==> src/rtl/dw_conv_pkg.sv <==
// Shared definitions for the depthwise-conv window controller: FSM encodings,
// default frame limits and the legal-geometry check.
package dw_conv_pkg;

  localparam int IMG_W_MAX_DEF = 320;
  localparam int IMG_H_MAX_DEF = 320;
  localparam int KERNEL_SIZE   = 3;

  localparam logic [1:0] ST_IDLE  = 2'd0;
  localparam logic [1:0] ST_CFG   = 2'd1;
  localparam logic [1:0] ST_RUN   = 2'd2;
  localparam logic [1:0] ST_FLUSH = 2'd3;

  function automatic logic geom_ok(input int w, input int h, input int w_max, input int h_max);
    return (w >= KERNEL_SIZE) && (h >= KERNEL_SIZE) && (w <= w_max) && (h <= h_max);
  endfunction

endpackage

==> src/rtl/dw_win_tag_pipe.sv <==
// Delay line carrying valid-window / last-window tags alongside the window
// generator so they emerge in step with the datapath output.
module dw_win_tag_pipe #(
  parameter int WIN_LAT = 2
) (
  input  logic i_clk,
  input  logic i_rst,
  input  logic i_valid,
  input  logic i_tag,
  input  logic i_last,
  output logic o_win_valid,
  output logic o_win_last
);

  logic [WIN_LAT-1:0] r_valid;
  logic [WIN_LAT-1:0] r_last;

  // Shift tags every cycle; an idle input cycle injects a bubble.
  always_ff @(posedge i_clk) begin
    if (i_rst) begin
      r_valid <= '0;
      r_last  <= '0;
    end else begin
      r_valid[0] <= i_valid & i_tag;
      r_last[0]  <= i_valid & i_tag & i_last;
      for (int i = 1; i < WIN_LAT; i++) begin
        r_valid[i] <= r_valid[i-1];
        r_last[i]  <= r_last[i-1];
      end
    end
  end

  assign o_win_valid = r_valid[WIN_LAT-1];
  assign o_win_last  = r_last[WIN_LAT-1];

endmodule

==> src/rtl/dw_conv_win_ctrl.sv <==
// Frame sequencer for the depthwise-conv row buffer + 3x3 window datapath.
// Defining DW_CONV_WIN_CTRL_STRIDE2_EN adds i_cfg_stride2 (even-anchored windows).
module dw_conv_win_ctrl
  import dw_conv_pkg::*;
#(
  parameter int IMG_W_MAX        = IMG_W_MAX_DEF,
  parameter int IMG_H_MAX        = IMG_H_MAX_DEF,
  parameter int ROW_BUFFER_DEPTH = $clog2(IMG_W_MAX - 2),
  parameter int WIN_LAT          = 2
) (
  input  logic                           i_clk,
  input  logic                           i_rst,
  input  logic                           i_cfg_start,
  input  logic [$clog2(IMG_W_MAX+1)-1:0] i_cfg_img_w,
  input  logic [$clog2(IMG_H_MAX+1)-1:0] i_cfg_img_h,
`ifdef DW_CONV_WIN_CTRL_STRIDE2_EN
  input  logic                           i_cfg_stride2,
`endif
  input  logic                           i_s_valid,
  output logic                           o_s_ready,
  output logic                           o_pp_valid_in,
  output logic [ROW_BUFFER_DEPTH-1:0]    o_buff_len_ctrl,
  output logic                           o_buff_len_rst,
  output logic                           o_win_valid,
  output logic                           o_win_last,
  output logic                           o_busy,
  output logic                           o_done,
  output logic                           o_cfg_err
);

  localparam int WW    = $clog2(IMG_W_MAX + 1);
  localparam int HW    = $clog2(IMG_H_MAX + 1);
  localparam int COL_W = $clog2(IMG_W_MAX);
  localparam int ROW_W = $clog2(IMG_H_MAX);
  localparam int FC_W  = (WIN_LAT > 1) ? $clog2(WIN_LAT) : 1;

  logic [1:0]                  r_state;
  logic [1:0]                  w_state_nxt;
  logic [WW-1:0]               r_img_w;
  logic [HW-1:0]               r_img_h;
  logic [COL_W-1:0]            r_col;
  logic [ROW_W-1:0]            r_row;
  logic [COL_W-1:0]            w_col_end;
  logic [ROW_W-1:0]            w_row_end;
  logic [COL_W-1:0]            w_col_anchor;
  logic [ROW_W-1:0]            w_row_anchor;
  logic [FC_W-1:0]             r_flush_cnt;
  logic [FC_W-1:0]             w_flush_nxt;
  logic [ROW_BUFFER_DEPTH-1:0] r_buff_len;
  logic                        r_done;
  logic                        w_done_nxt;
  logic                        r_cfg_err;
  logic                        w_start_acc;
  logic                        w_geom_ok;
  logic                        w_hs;
  logic                        w_at_end;
  logic                        w_tag;
  logic                        w_tag_last;
  logic                        w_stride2;

`ifdef DW_CONV_WIN_CTRL_STRIDE2_EN
  logic r_stride2;

  // Stride mode is captured with the geometry and held for the whole frame.
  always_ff @(posedge i_clk) begin
    if (i_rst) begin
      r_stride2 <= 1'b0;
    end else if (w_start_acc) begin
      r_stride2 <= i_cfg_stride2;
    end else begin
      r_stride2 <= r_stride2;
    end
  end

  assign w_stride2 = r_stride2;
`else
  assign w_stride2 = 1'b0;
`endif

  assign w_start_acc = (r_state == ST_IDLE) && i_cfg_start;
  assign w_geom_ok   = geom_ok(int'(r_img_w), int'(r_img_h), IMG_W_MAX, IMG_H_MAX);
  assign w_col_end   = COL_W'(r_img_w - WW'(1));
  assign w_row_end   = ROW_W'(r_img_h - HW'(1));
  assign w_hs        = o_pp_valid_in;
  assign w_at_end    = (r_col == w_col_end) && (r_row == w_row_end);

  // In stride-2 mode the last window sits on the last even row/column.
  assign w_col_anchor = w_stride2 ? (w_col_end & ~COL_W'(1)) : w_col_end;
  assign w_row_anchor = w_stride2 ? (w_row_end & ~ROW_W'(1)) : w_row_end;

  assign w_tag = (r_row >= ROW_W'(KERNEL_SIZE - 1)) && (r_col >= COL_W'(KERNEL_SIZE - 1)) &&
                 (!w_stride2 || (!r_row[0] && !r_col[0]));
  assign w_tag_last = (r_row == w_row_anchor) && (r_col == w_col_anchor);

  // Next-state, flush counter and done lookahead.
  always_comb begin
    w_state_nxt = r_state;
    w_flush_nxt = r_flush_cnt;
    case (r_state)
      ST_IDLE: begin
        if (i_cfg_start) w_state_nxt = ST_CFG;
        else             w_state_nxt = ST_IDLE;
      end
      ST_CFG: begin
        if (w_geom_ok) w_state_nxt = ST_RUN;
        else           w_state_nxt = ST_IDLE;
        w_flush_nxt = '0;
      end
      ST_RUN: begin
        if (w_hs && w_at_end) begin
          w_state_nxt = ST_FLUSH;
          w_flush_nxt = '0;
        end else begin
          w_state_nxt = ST_RUN;
        end
      end
      ST_FLUSH: begin
        if (r_flush_cnt == FC_W'(WIN_LAT - 1)) begin
          w_state_nxt = ST_IDLE;
          w_flush_nxt = '0;
        end else begin
          w_flush_nxt = r_flush_cnt + FC_W'(1);
        end
      end
      default: begin
        w_state_nxt = ST_IDLE;
        w_flush_nxt = '0;
      end
    endcase
    // Done is registered, so raise it one cycle ahead of the final flush count.
    w_done_nxt = ((r_state == ST_CFG) && !w_geom_ok) ||
                 ((w_state_nxt == ST_FLUSH) && (w_flush_nxt == FC_W'(WIN_LAT - 1)));
  end

  // Control state, geometry latch and status flags.
  always_ff @(posedge i_clk) begin
    if (i_rst) begin
      r_state     <= ST_IDLE;
      r_flush_cnt <= '0;
      r_done      <= 1'b0;
      r_cfg_err   <= 1'b0;
      r_img_w     <= '0;
      r_img_h     <= '0;
      r_buff_len  <= '0;
    end else begin
      r_state     <= w_state_nxt;
      r_flush_cnt <= w_flush_nxt;
      r_done      <= w_done_nxt;
      if (w_start_acc) begin
        r_img_w    <= i_cfg_img_w;
        r_img_h    <= i_cfg_img_h;
        r_buff_len <= ROW_BUFFER_DEPTH'(i_cfg_img_w - WW'(2));
        r_cfg_err  <= 1'b0;
      end else if ((r_state == ST_CFG) && !w_geom_ok) begin
        r_cfg_err  <= 1'b1;
      end else begin
        r_cfg_err  <= r_cfg_err;
      end
    end
  end

  // Raster position of the next pixel to be accepted.
  always_ff @(posedge i_clk) begin
    if (i_rst) begin
      r_col <= '0;
      r_row <= '0;
    end else if (r_state == ST_CFG) begin
      r_col <= '0;
      r_row <= '0;
    end else if (w_hs) begin
      if (r_col == w_col_end) begin
        r_col <= '0;
        r_row <= r_row + ROW_W'(1);
      end else begin
        r_col <= r_col + COL_W'(1);
      end
    end else begin
      r_col <= r_col;
      r_row <= r_row;
    end
  end

  assign o_s_ready       = (r_state == ST_RUN);
  assign o_pp_valid_in   = i_s_valid & o_s_ready;
  assign o_buff_len_rst  = (r_state == ST_CFG);
  assign o_busy          = (r_state != ST_IDLE);
  assign o_buff_len_ctrl = r_buff_len;
  assign o_done          = r_done;
  assign o_cfg_err       = r_cfg_err;

  dw_win_tag_pipe #(
    .WIN_LAT (WIN_LAT)
  ) u_tag_pipe (
    .i_clk       (i_clk),
    .i_rst       (i_rst),
    .i_valid     (o_pp_valid_in),
    .i_tag       (w_tag),
    .i_last      (w_tag_last),
    .o_win_valid (o_win_valid),
    .o_win_last  (o_win_last)
  );

endmodule
==> config.mk <==
export PLATFORM = sky130hd
export DESIGN_NAME = dw_conv_win_ctrl
export DESIGN_NICKNAME = d
export VERILOG_FILES = /design/src/rtl/dw_conv_pkg.sv /design/src/rtl/dw_win_tag_pipe.sv /design/src/rtl/dw_conv_win_ctrl.sv
export SDC_FILE = /design/constraint.sdc
export NUM_CORES = 1
export LEC_CHECK = 0
export ABC_AREA = 1
export CAP_MARGIN = 20
export CORE_ASPECT_RATIO = 0.8
export CORE_UTILIZATION = 51
export DETAILED_ROUTE_END_ITERATION = 10
export GPL_ROUTABILITY_DRIVEN = 1
export PLACE_DENSITY = 0.77
export SYNTH_ARGS = -nofsm -noshare
export SYNTH_HDL_FRONTEND = slang
export SYNTH_SLANG_ARGS = --single-unit
==> constraint.sdc <==
create_clock -name i_clk -period 2 [get_ports i_clk]
set_clock_uncertainty 0.1 [all_clocks]
set_input_delay 0.2 -clock i_clk [delete_from_list [all_inputs] [get_ports i_clk]]
set_output_delay 0.2 -clock i_clk [all_outputs]
set_load 0.005 [all_outputs]
; Word-level counts from Yosys, hierarchy flattened
; Cells that the tools add are included.
[totals]
elab_cells = 57
input_bits = 22
ff_bits = 54
[classes]
addsub = 6
reduce_logical = 16
bitwise_logic = 3
mux = 9
eq_ne = 6
magnitude_cmp = 6
[ops]
columns = cell, n
row1 = 9-bit by 2-bit >= comparator with 1-bit output (second input constant), 4
row2 = 9-bit by 1-bit adder with 9-bit output (second input constant), 2
row3 = 9-bit == test, 2
row4 = 9-bit less-or-equal comparator (second input constant), 2
row5 = 9-bit by 1-bit subtractor with 9-bit output (second input constant), 2
row6 = 1-bit logical AND, 9
row7 = 9-bit two-way mux, 1
row8 = 9-bit by 2-bit subtractor with 9-bit output (second input constant), 1
row9 = 2-bit one-hot mux with 4 select lines, 1
row10 = 2-bit == test (second input constant), 3
row11 = 1-bit two-way mux, 4
row12 = 2-bit two-way mux, 2
row13 = 2-bit OR reduction, 2
row14 = 1-bit bitwise AND, 3
row15 = 1-bit one-hot mux with 3 select lines, 1
row16 = 2-bit by 1-bit == test with 1-bit output (second input constant), 1
row17 = 2-bit logical NOT, 1
row18 = 2-bit AND reduction, 1
row19 = 2-bit nonzero test, 1
row20 = 1-bit adder (second input constant), 1
row21 = 1-bit logical NOT, 1
row22 = 1-bit logical OR, 1

; Logic depth before layout (Yosys ltp)
; Gate-level depths: netlist of run 1.
[depth]
word_depth = 9
ltp_mapped = 17
mapped_depth_nobuf = 17

; Cells and area by module
; From an unflattened synthesis of run 1, not the netlist that was laid out.
[unflattened]
cells_unflattened = 455
hier_area_um2 = 3179.3
[modules_own_cells]
columns = module, cells_each, instances, seq_area_each_um2, area_per_inst_um2
row1 = dw_conv_win_ctrl, 443, 1, 980.9, 3067.9
row2 = dw_win_tag_pipe, 12, 1, 80.1, 111.4

; Least setup slack after synthesis of run 1
; OpenSTA, ideal clock, no wires.
[synth_timing]
path_kind = register -> register
startpoint = reg r_img_w[0]
endpoint = reg r_row[5]
path_stages_with_launch = 18
setup_slack_ps = 16
arrival_time_ps = 1775
period_less_slack_ps = 1984
setup_ps = 109
cell_sequence = dfxtp_1 -> inv_2 -> ha_1 -> inv_1 -> nand2_1 -> nand2_1 -> nor2_2 -> nand2_1 -> nor2_1 -> nand2_1 -> nor2_1 -> nand2_2 -> nor2_4 -> nand2_4 -> nand2_4 -> nand2_1 -> nand2_1 -> inv_1
[synth_between]
elab_chain_len = 3
[synth_lines]
columns = item, line
row1 = from (decl), dw_conv_win_ctrl.sv:39  ; logic [WW-1:0] r_img_w;
row2 = from (signal assigned), dw_conv_win_ctrl.sv:150  ; r_img_w <= i_cfg_img_w;
row3 = 9-bit by 1-bit subtractor with 9-bit output, dw_conv_win_ctrl.sv:82  ; assign w_col_end = COL_W'(r_img_w - WW'(1));
row4 = 9-bit == test, dw_conv_win_ctrl.sv:171  ; if (r_col == w_col_end) begin
row5 = 2-bit AND reduction (no source line), n/a
row6 = to (signal assigned), dw_conv_win_ctrl.sv:173  ; r_row <= r_row + ROW_W'(1);
row7 = to (signal assigned), dw_conv_win_ctrl.sv:179  ; r_row <= r_row;
row8 = to (decl), dw_conv_win_ctrl.sv:42  ; logic [ROW_W-1:0] r_row;
; No other way between the ends.
; A chain may end at the register's enable or synchronous reset.

; Final worst setup path of run 1
[layout_timing]
startpoint = reg r_img_w[1]
endpoint = reg r_col[7]
[layout_between]
elab_chain_len = 3
[layout_lines]
columns = item, line
row1 = 9-bit by 1-bit subtractor with 9-bit output, dw_conv_win_ctrl.sv:82
row2 = 9-bit == test, dw_conv_win_ctrl.sv:171
row3 = 9-bit two-way mux, dw_conv_win_ctrl.sv:171
row4 = to (signal assigned), dw_conv_win_ctrl.sv:175  ; r_col <= r_col + COL_W'(1);
row5 = to (signal assigned), dw_conv_win_ctrl.sv:178  ; r_col <= r_col;
row6 = to (decl), dw_conv_win_ctrl.sv:41  ; logic [COL_W-1:0] r_col;
; No other way between the ends.

==> results of run 1 <==
==> worst reg2reg max path, cell delays in order (launching register included) <==
cell     delay [ps]
dfxtp_2         350
inv_2            50
ha_4            260
inv_2            30
nand2_1          50
nand2_1          60
nor2_2          120
nand2_1          70
nor2_1          110
nand2_1          50
nor2_1          120
nand2_2          70
nor2_4          140
nand2_4         100
nand2_8          80
buf_12          120
nor2_1           40
==> cell type report <==
type                       instances  area share (%)
inverter                          67            6.38
multi-input combinational        358            48.1
clock inverter                     2           0.342
tap                               81            2.52
clock buffer                       6            1.81
timing repair buffer              62            14.3
sequential                        53            26.5
==> state kept, by name, indices dropped and copies added, names as in the netlist, 2 cells and up <==
register,flops
o_buff_len_ctrl,8
r_col,9
r_img_h,9
r_img_w,9
r_row,9
r_state,2
u_tag_pipe.r_last,2
u_tag_pipe.r_valid,2
==> power groups by stage <==
stage	clock, mW	combinational [mW]	sequential (mW)
after floorplan	0	0.517	1.20
after global placement	0	0.765	1.21
after detailed placement	0	0.780	1.21
after CTS	0.608	0.792	1.19
after global routing	0.652	0.969	1.20
final	0.601	0.867	1.19
==> what timing repair did <==
item	CTS	global route
gates resized for setup	5	38
pin swaps	1	18
buffers inserted	1	4
hold buffers	0	0
endpoints found under the setup margin	2	26
==> placed cells by master (no fill, tap or decap), types with 2 or more instances in the layout <==
cell             netlist  layout
inv_4                  1       2
nor2_2                 6      10
a31oi_1                3       3
clkbuf_8               0       5
clkdlybuf4s50_1        0      38
nand2_1              122     112
nor4_1                 3       3
nand4_1               13      13
nand2_2                3      12
nor2_1                60      53
inv_2                  2       6
nor2_4                 2       5
a21oi_2                1       4
nor3_1                10      10
nand3_1               25      24
dfxtp_1               53      48
inv_1                 64      59
ha_1                   9       8
o211ai_1               2       2
dfxtp_2                0       5
xnor2_1                7       7
nand3b_1               4       4
nand2_4                2       2
nand3_2                3       3
o21ai_0               34      32
a21oi_1               29      26
xor2_1                14      14
buf_4                  1      23
==> synth_stat cells (all sizes together) <==
cell / count
clkbuf: 9
o21ai: 34
and3: 1
nor2: 68
xnor2: 7
ha: 9
o211a: 1
or2: 1
buf: 4
dfxtp: 53
nand3: 28
inv: 67
o211ai: 2
o21bai: 1
nor3: 10
a211oi: 1
a31oi: 3
nor4: 4
nand3b: 4
nand2: 127
nand4: 13
a21oi: 30
xor2: 14
==> how the worst max path moves through the flow <==
stage / from / endpoint / slack [ps] / cells past startpoint
floorplan: r_img_w[0] / r_row[5] / 20 / 17
global placement: r_img_w[0] / r_row[5] / 50 / 17
detailed placement: r_img_w[0] / r_row[5] / 2 / 17
CTS: r_img_h[1] / r_flush_cnt / 8 / 13
global route: r_img_w[1] / r_col[1] / -160 / 16
finish: r_img_w[1] / r_col[7] / -40 / 16
==> cell families (layout without fill, tap and decap cells) <==
family / count (synthesis) / after routing / synth area share (%)
AO/OA/AOI/OAI: 72 / 72 / 12.0
buffers and inverters: 80 / 137 / 9.68
adder cells (fa/ha/maj): 9 / 9 / 3.53
XOR/XNOR: 21 / 21 / 5.76
AND/OR/NAND/NOR: 256 / 256 / 35.8
flip-flops: 53 / 53 / 33.2
==> through the flow <==
| stage | area [sq um] | power, mW | std cells |
|---|---|---|---|
| floorplan | 3190 | 1.72 | 491 |
| global placement | 3760 | 1.97 | 616 |
| detailed placement | 3760 | 1.99 | 616 |
| CTS | 3870 | 2.59 | 625 |
| global route | 4020 | 2.82 | 629 |
| finish | 4020 | 2.66 | 629 |
==> metal layers <==
| metal | GRT usage [%] | wire [um] |
|---|---|---|
| met5 | 0 | 0 |
| met4 | 3.94 | 46 |
| met3 | 5.42 | 677 |
| met2 | 38.6 | 3370 |
| met1 | 35.3 | 4030 |
==> key figures, run 1 <==
Clocking
  – TritonCTS buffer count: 5
  – CTS Buffer Depth: 2
  – CTS Sinks: 53
  – CTS tree: built
  – Clock transition at the registers of the reported paths: 100 ps
  – Clk_lat worst skew: 300 ps
  – Root buffer cell: clkbuf_8
  – H-tree depth: 2

Final layout
  – Area growth from synthesis to layout: 25.9%
  – Layout cells sized above 1: 15.7%
  – Ant diodes: 0
  – Register area: between 0.001 and 0.0015 sq mm
  – Final nets: about 580
  – Fillcell total: ~520
  – Final Util: between 60% and 70%
  – Multi-input logic area: between 0.0015 and 0.002 sq mm

STA
  – Slew of the pin with the lowest slew margin: around 750 ps
  – Worst Hold Margin: approximately 300 ps
  – Final Cycle Share: 102%
  – Setup ws final: -42.2 ps
  – Final TNS setup: -296 ps
  – Fin. Hold Viols: 0
  – Slew Limit Headroom: roughly 50%
  – Crit path time final: 2040 ps
  – RSZ-0062 raised after global routing: true
  – Final setup fails: 12
  – Fmax: 0.490 GHz
  – Fin. max-slew vios: 0

Power
  – Peak VDD IR: 0.617 mV
  – Logic pwr share: 32.6%
  – Internal power: 1.74 mW
  – Power Density: 662 mW/mm^2
  – Net switching component of the power: about 0.92 mW
  – LEAKAGE: 1.79 nW
  – Sequential share of power: 44.8%
  – Clock share of power: between 20 and 25%
  – Switching share of total power: between 30% and 40%

Place
  – Worst slack, placed: 2.03 ps
  – Gpl congestion: 0.928
  – PortBufs: 38
  – DPL Wire Length: 6320 um

Setup path
  – Critical-path maximum fanout: 7
  – Crit path DAT: 2130 ps
  – R2r setup slk: -40 ps
  – Crit path top cell by count: nand2_1
  – Critical Path Source Type: flop
  – R2r endpoint: r_col[7]
  – Delay-heaviest family, CP: simple AND/OR/NAND/NOR gates
  – Crit path kind: reg -> reg
  – Register-to-Register Path Depth: 16
  – CP Capture Type: flop
  – Worst r2r src: r_img_w[1]
  – Crit path required time: ~2100 ps
  – Crit path largest cell delay: 350 ps
  – CP Cell Sequence: inv_2 > ha_4 > inv_2 > nand2_1 > nand2_1 > nor2_2 > nand2_1 > nor2_1 > nand2_1 > nor2_1 > nand2_2 > nor2_4 > nand2_4 > nand2_8 > buf_12 > nor2_1
  – Buf/Inv on CP: 3
  – Crit-path slowest cell: dfxtp_2

Hold path
  – Hold Crit Endpoint: u_tag_pipe.r_valid[1]
  – Worst hold path type: reg -> reg
  – Hold Crit Start: u_tag_pipe.r_valid[0]
  – Hold-critical path depth: 2

Yosys
  – Ys Warns: 0
  – Avg Inst Size Synth: 6.51 sq um
  – Synth top area cells: dfxtp_1, nand2_1, inv_1, nor2_1, o21ai_0
  – Cell accounting for the most synthesized area: dfxtp_1
  – Yosys top cell area share: between 30% and 40%
  – Post-synthesis net count: 522
  – Post-Syn Area: 0.00319 sq mm
  – Syn Inst Count: 491
  – Seq cells post-synth: 53
  – Seq/Total Area, Yosys: 33.2%
  – Netlist cell types: 35

Route
  – Routed WL: 8120 um
  – # DRC: 0
  – Vias per cell: ~5.2
  – DRT iter0 DRCs: 199
  – WL per Instance: roughly 13 um
  – Via Count: 3291
  – Post-DRT Antenna Nets: 0
  – Initial DRT Pass Iterations: 5

GRT
  – Largest net degree at the start of global routing: 27
  – Vias in the first global route: between 2k and 3k
  – GRT overflow: 0
  – Tot GR Track Use: 24.6%
  – Wire length of the first global-routing pass: between 10000 and 15000 um
  – Initial antenna violation count: 0

Status
  – Failing checks: negative setup slack
  – Status: complete, but fails checks

Floorplan
  – Core Region: 0.00597 sq mm
  – # IOs: 39
  – Die X: 90.5 um
  – Total die area: 0.00659 sq mm
  – # rows: 25
  – Starting density of the core: about 53%
  – Chip height: 72.8 um

Flow run
  – Max-cap viol count: 0
Note: power is estimated with default switching activity, not from simulation.
==> run 2, diff against run 1 <==
--- a/config.mk
+++ b/config.mk
@@ -10,7 +10,7 @@
 export CORE_ASPECT_RATIO = 0.8
 export CORE_UTILIZATION = 51
 export DETAILED_ROUTE_END_ITERATION = 10
-export GPL_ROUTABILITY_DRIVEN = 1
+export GPL_ROUTABILITY_DRIVEN = 0
 export PLACE_DENSITY = 0.77
 export SYNTH_ARGS = -nofsm -noshare
 export SYNTH_HDL_FRONTEND = slang
==> run 2 against run 1 <==
The run still ends with negative setup slack left. Clock power is 1% higher. Via count up 0.15%. Register-to-register slack improved by 20 ps. Cell count fell by 0.48%. Critical path type unchanged. Critical endpoint is now r_row[5]. Highest routed layer unchanged.
==> key figures, run 2 (synthesis results as in run 1) <==
Power
  – Net switching component of the power: 0.915 mW (was 0.921 mW)
  – LEAKAGE: 1.77 nW (was 1.79 nW)
  – Switching share of total power: 34.7% (was 34.6%)
  – Logic pwr share: 31.7% (was 32.6%)
  – Power Density: 667 mW/mm^2 (was 662 mW/mm^2)
  – Sequential share of power: 45.2% (was 44.8%)
  – Clock share of power: 23.1% (was 22.6%)
  – Peak VDD IR: 0.385 mV (was 0.617 mV)
  – Internal power: 1.72 mW (was 1.74 mW)

Setup path
  – Crit path DAT: 2140 ps (was 2130 ps)
  – Critical-path maximum fanout: 8 (was 7)
  – CP Capture Type: flop (unchanged)
  – Critical Path Source Type: flop (unchanged)
  – Crit path required time: 2120 ps (was 2090 ps)
  – Crit path kind: reg -> reg (unchanged)
  – R2r setup slk: -20 ps (was -40 ps)

Route
  – Routed WL: 7910 um (was 8120 um)
  – Post-DRT Antenna Nets: 0 (unchanged)
  – # DRC: 0 (unchanged)
  – DRT iter0 DRCs: 265 (was 199)
  – WL per Instance: 12.6 um (was 12.9 um)
  – Via Count: 3296 (was 3291)
  – Initial DRT Pass Iterations: 5 (unchanged)
  – Vias per cell: 5.27 (was 5.23)

Final layout
  – Commonest non-fill, non-tap cell in the layout: nand2_1 (unchanged)
  – Layout cells sized above 1: 13.2% (was 15.7%)
  – Ant diodes: 0 (unchanged)
  – Area growth from synthesis to layout: 23.7% (was 25.9%)
  – Final std cells w/o fill: 626 (was 629)
  – Multi-input logic area: 0.00190 sq mm (was 0.00194 sq mm)
  – Fillcell total: 515 (was 523)
  – Final Util: 66.1% (was 67.3%)
  – Register area: 0.00107 sq mm (about the same)
  – Most frequent cells in the layout: nand2_1, inv_1, nor2_1, dfxtp_1, clkdlybuf4s50_1 (unchanged)
  – Final nets: 575 (was 578)

Floorplan
  – # rows: 25 (unchanged)
  – # IOs: 39 (unchanged)
  – Total die area: 0.00659 sq mm (unchanged)
  – Starting density of the core: 53.5% (unchanged)
  – Chip height: 72.8 um (unchanged)
  – Core Region: 0.00597 sq mm (unchanged)
  – Die X: 90.5 um (unchanged)

STA
  – RSZ-0062 raised after global routing: true (unchanged)
  – Crit path time final: 2020 ps (was 2040 ps)
  – Final Cycle Share: 101% (was 102%)
  – Final setup fails: 2 (was 12)
  – Setup ws final: -18.9 ps (was -42.2 ps)
  – Fin. Hold Viols: 0 (unchanged)
  – Fin. max-slew vios: 0 (unchanged)
  – Final TNS setup: -31.5 ps (was -296 ps)
  – Slew Limit Headroom: 52.3% (was 50.1%)
  – Slew of the pin with the lowest slew margin: 713 ps (was 745 ps)
  – Fmax: 0.495 GHz (was 0.490 GHz)

Clocking
  – Clk_lat worst skew: 310 ps (was 300 ps)
  – CTS Buffer Depth: 2 (unchanged)
  – Root buffer cell: clkbuf_8 (unchanged)
  – TritonCTS buffer count: 5 (unchanged)
  – CTS tree: built (unchanged)
  – CTS Sinks: 53 (unchanged)
  – H-tree depth: 2 (unchanged)
  – Clock transition at the registers of the reported paths: 100 ps (about the same)

Place
  – PortBufs: 38 (unchanged)
  – Placed insts: 615 (was 616)
  – DPL Wire Length: 6060 um (was 6320 um)

GRT
  – Wire length of the first global-routing pass: 13000 um (was 13100 um)
  – Initial antenna violation count: 0 (unchanged)
  – Vias in the first global route: 2856 (was 2834)
  – GRT overflow: 0 (unchanged)
  – Largest net degree at the start of global routing: 27 (unchanged)
  – Tot GR Track Use: 24.4% (was 24.6%)

Status
  – Failing checks: negative setup slack (unchanged)
  – Status: complete, but fails checks (unchanged)

Flow run
  – Max-cap viol count: 0 (unchanged)

Hold path
  – Worst hold path type: reg -> reg (unchanged)
[run 2: cell types whose count changed in the layout (fill, tap and decap cells not counted), sizes merged]
cell  delta
buf      -3
[run 2: critical path, stage by stage (launching register included)]
cell and delay [ps]:
dfxtp_2 350, inv_2 50, ha_4 260, inv_2 30, nand2_2 60, nand2_2 60, nor2_4 110, nand2_1 60
nor2_1 90, nand2_1 60, nor2_2 110, nand2_2 70, nor2_4 140, nand2_4 120, nand2_8 100, nand2_2 50
nand2_1 60, inv_1 30
[run 2: per-stage QoR]
step / hold slack (ps) / setup WS (ps) / total power, mW / cell area (sq um)
final: 306 / -18.9 / 2.64 / 3950
after global routing: 329 / -153 / 2.80 / 3950
after CTS: 308 / 2.84 / 2.58 / 3850
after detailed placement: 295 / -3.05 / 1.98 / 3760
after global placement: 290 / 46.1 / 1.97 / 3760
after floorplan: 262 / 16.3 / 1.72 / 3190
[run 2: power by group through the flow]
stage / logic, mW / clock network, mW / registers (mW)
floorplan: 0.517 / 0 / 1.20
global route: 0.936 / 0.656 / 1.20
detailed placement: 0.771 / 0 / 1.21
CTS: 0.780 / 0.614 / 1.19
finish: 0.836 / 0.608 / 1.19
global placement: 0.758 / 0 / 1.21
[run 2: metal layers]
metal	track usage [%]	vias to the layer above	routed length (um)
met1	34.8	1494	3970
met2	37.3	116	3320
li1	-	1674	-
met5	0	-	0
met4	6.27	0	95
met3	5.42	12	533
[run 2: path summary, 6_finish.rpt]
path / startpoint / end / cells after the start
max: r_img_w[1] / r_row[5] / 17
min: u_tag_pipe.r_last[0] / u_tag_pipe.r_last[1] / 2
max reg2reg: r_img_w[1] / r_row[5] / 17
min reg2reg: u_tag_pipe.r_last[0] / u_tag_pipe.r_last[1] / 2
[run 2: timing repair]
action	in CTS	in global routing
endpoints found under the setup margin	4	23
pin swaps	1	16
hold buffers	0	0
buffers inserted	1	2
resized for setup	3	28
[run 2: layout make-up]
class                      count  area share [%]
clock buffer                   6            1.84
clock inverter                 2           0.348
inverter                      67            6.43
multi-input combinational    358            48.0
sequential                    53            27.1
tap                           81            2.56
timing repair buffer          59            13.7
==> run 3, diff against run 2 <==
--- a/config.mk
+++ b/config.mk
@@ -9,6 +9,7 @@
 export CAP_MARGIN = 20
 export CORE_ASPECT_RATIO = 0.8
 export CORE_UTILIZATION = 51
+export CTS_CLUSTER_SIZE = 10
 export DETAILED_ROUTE_END_ITERATION = 10
 export GPL_ROUTABILITY_DRIVEN = 0
 export PLACE_DENSITY = 0.77
==> results of run 3 <==
The final DEF is identical to that of run 2; final timing and power are the same.
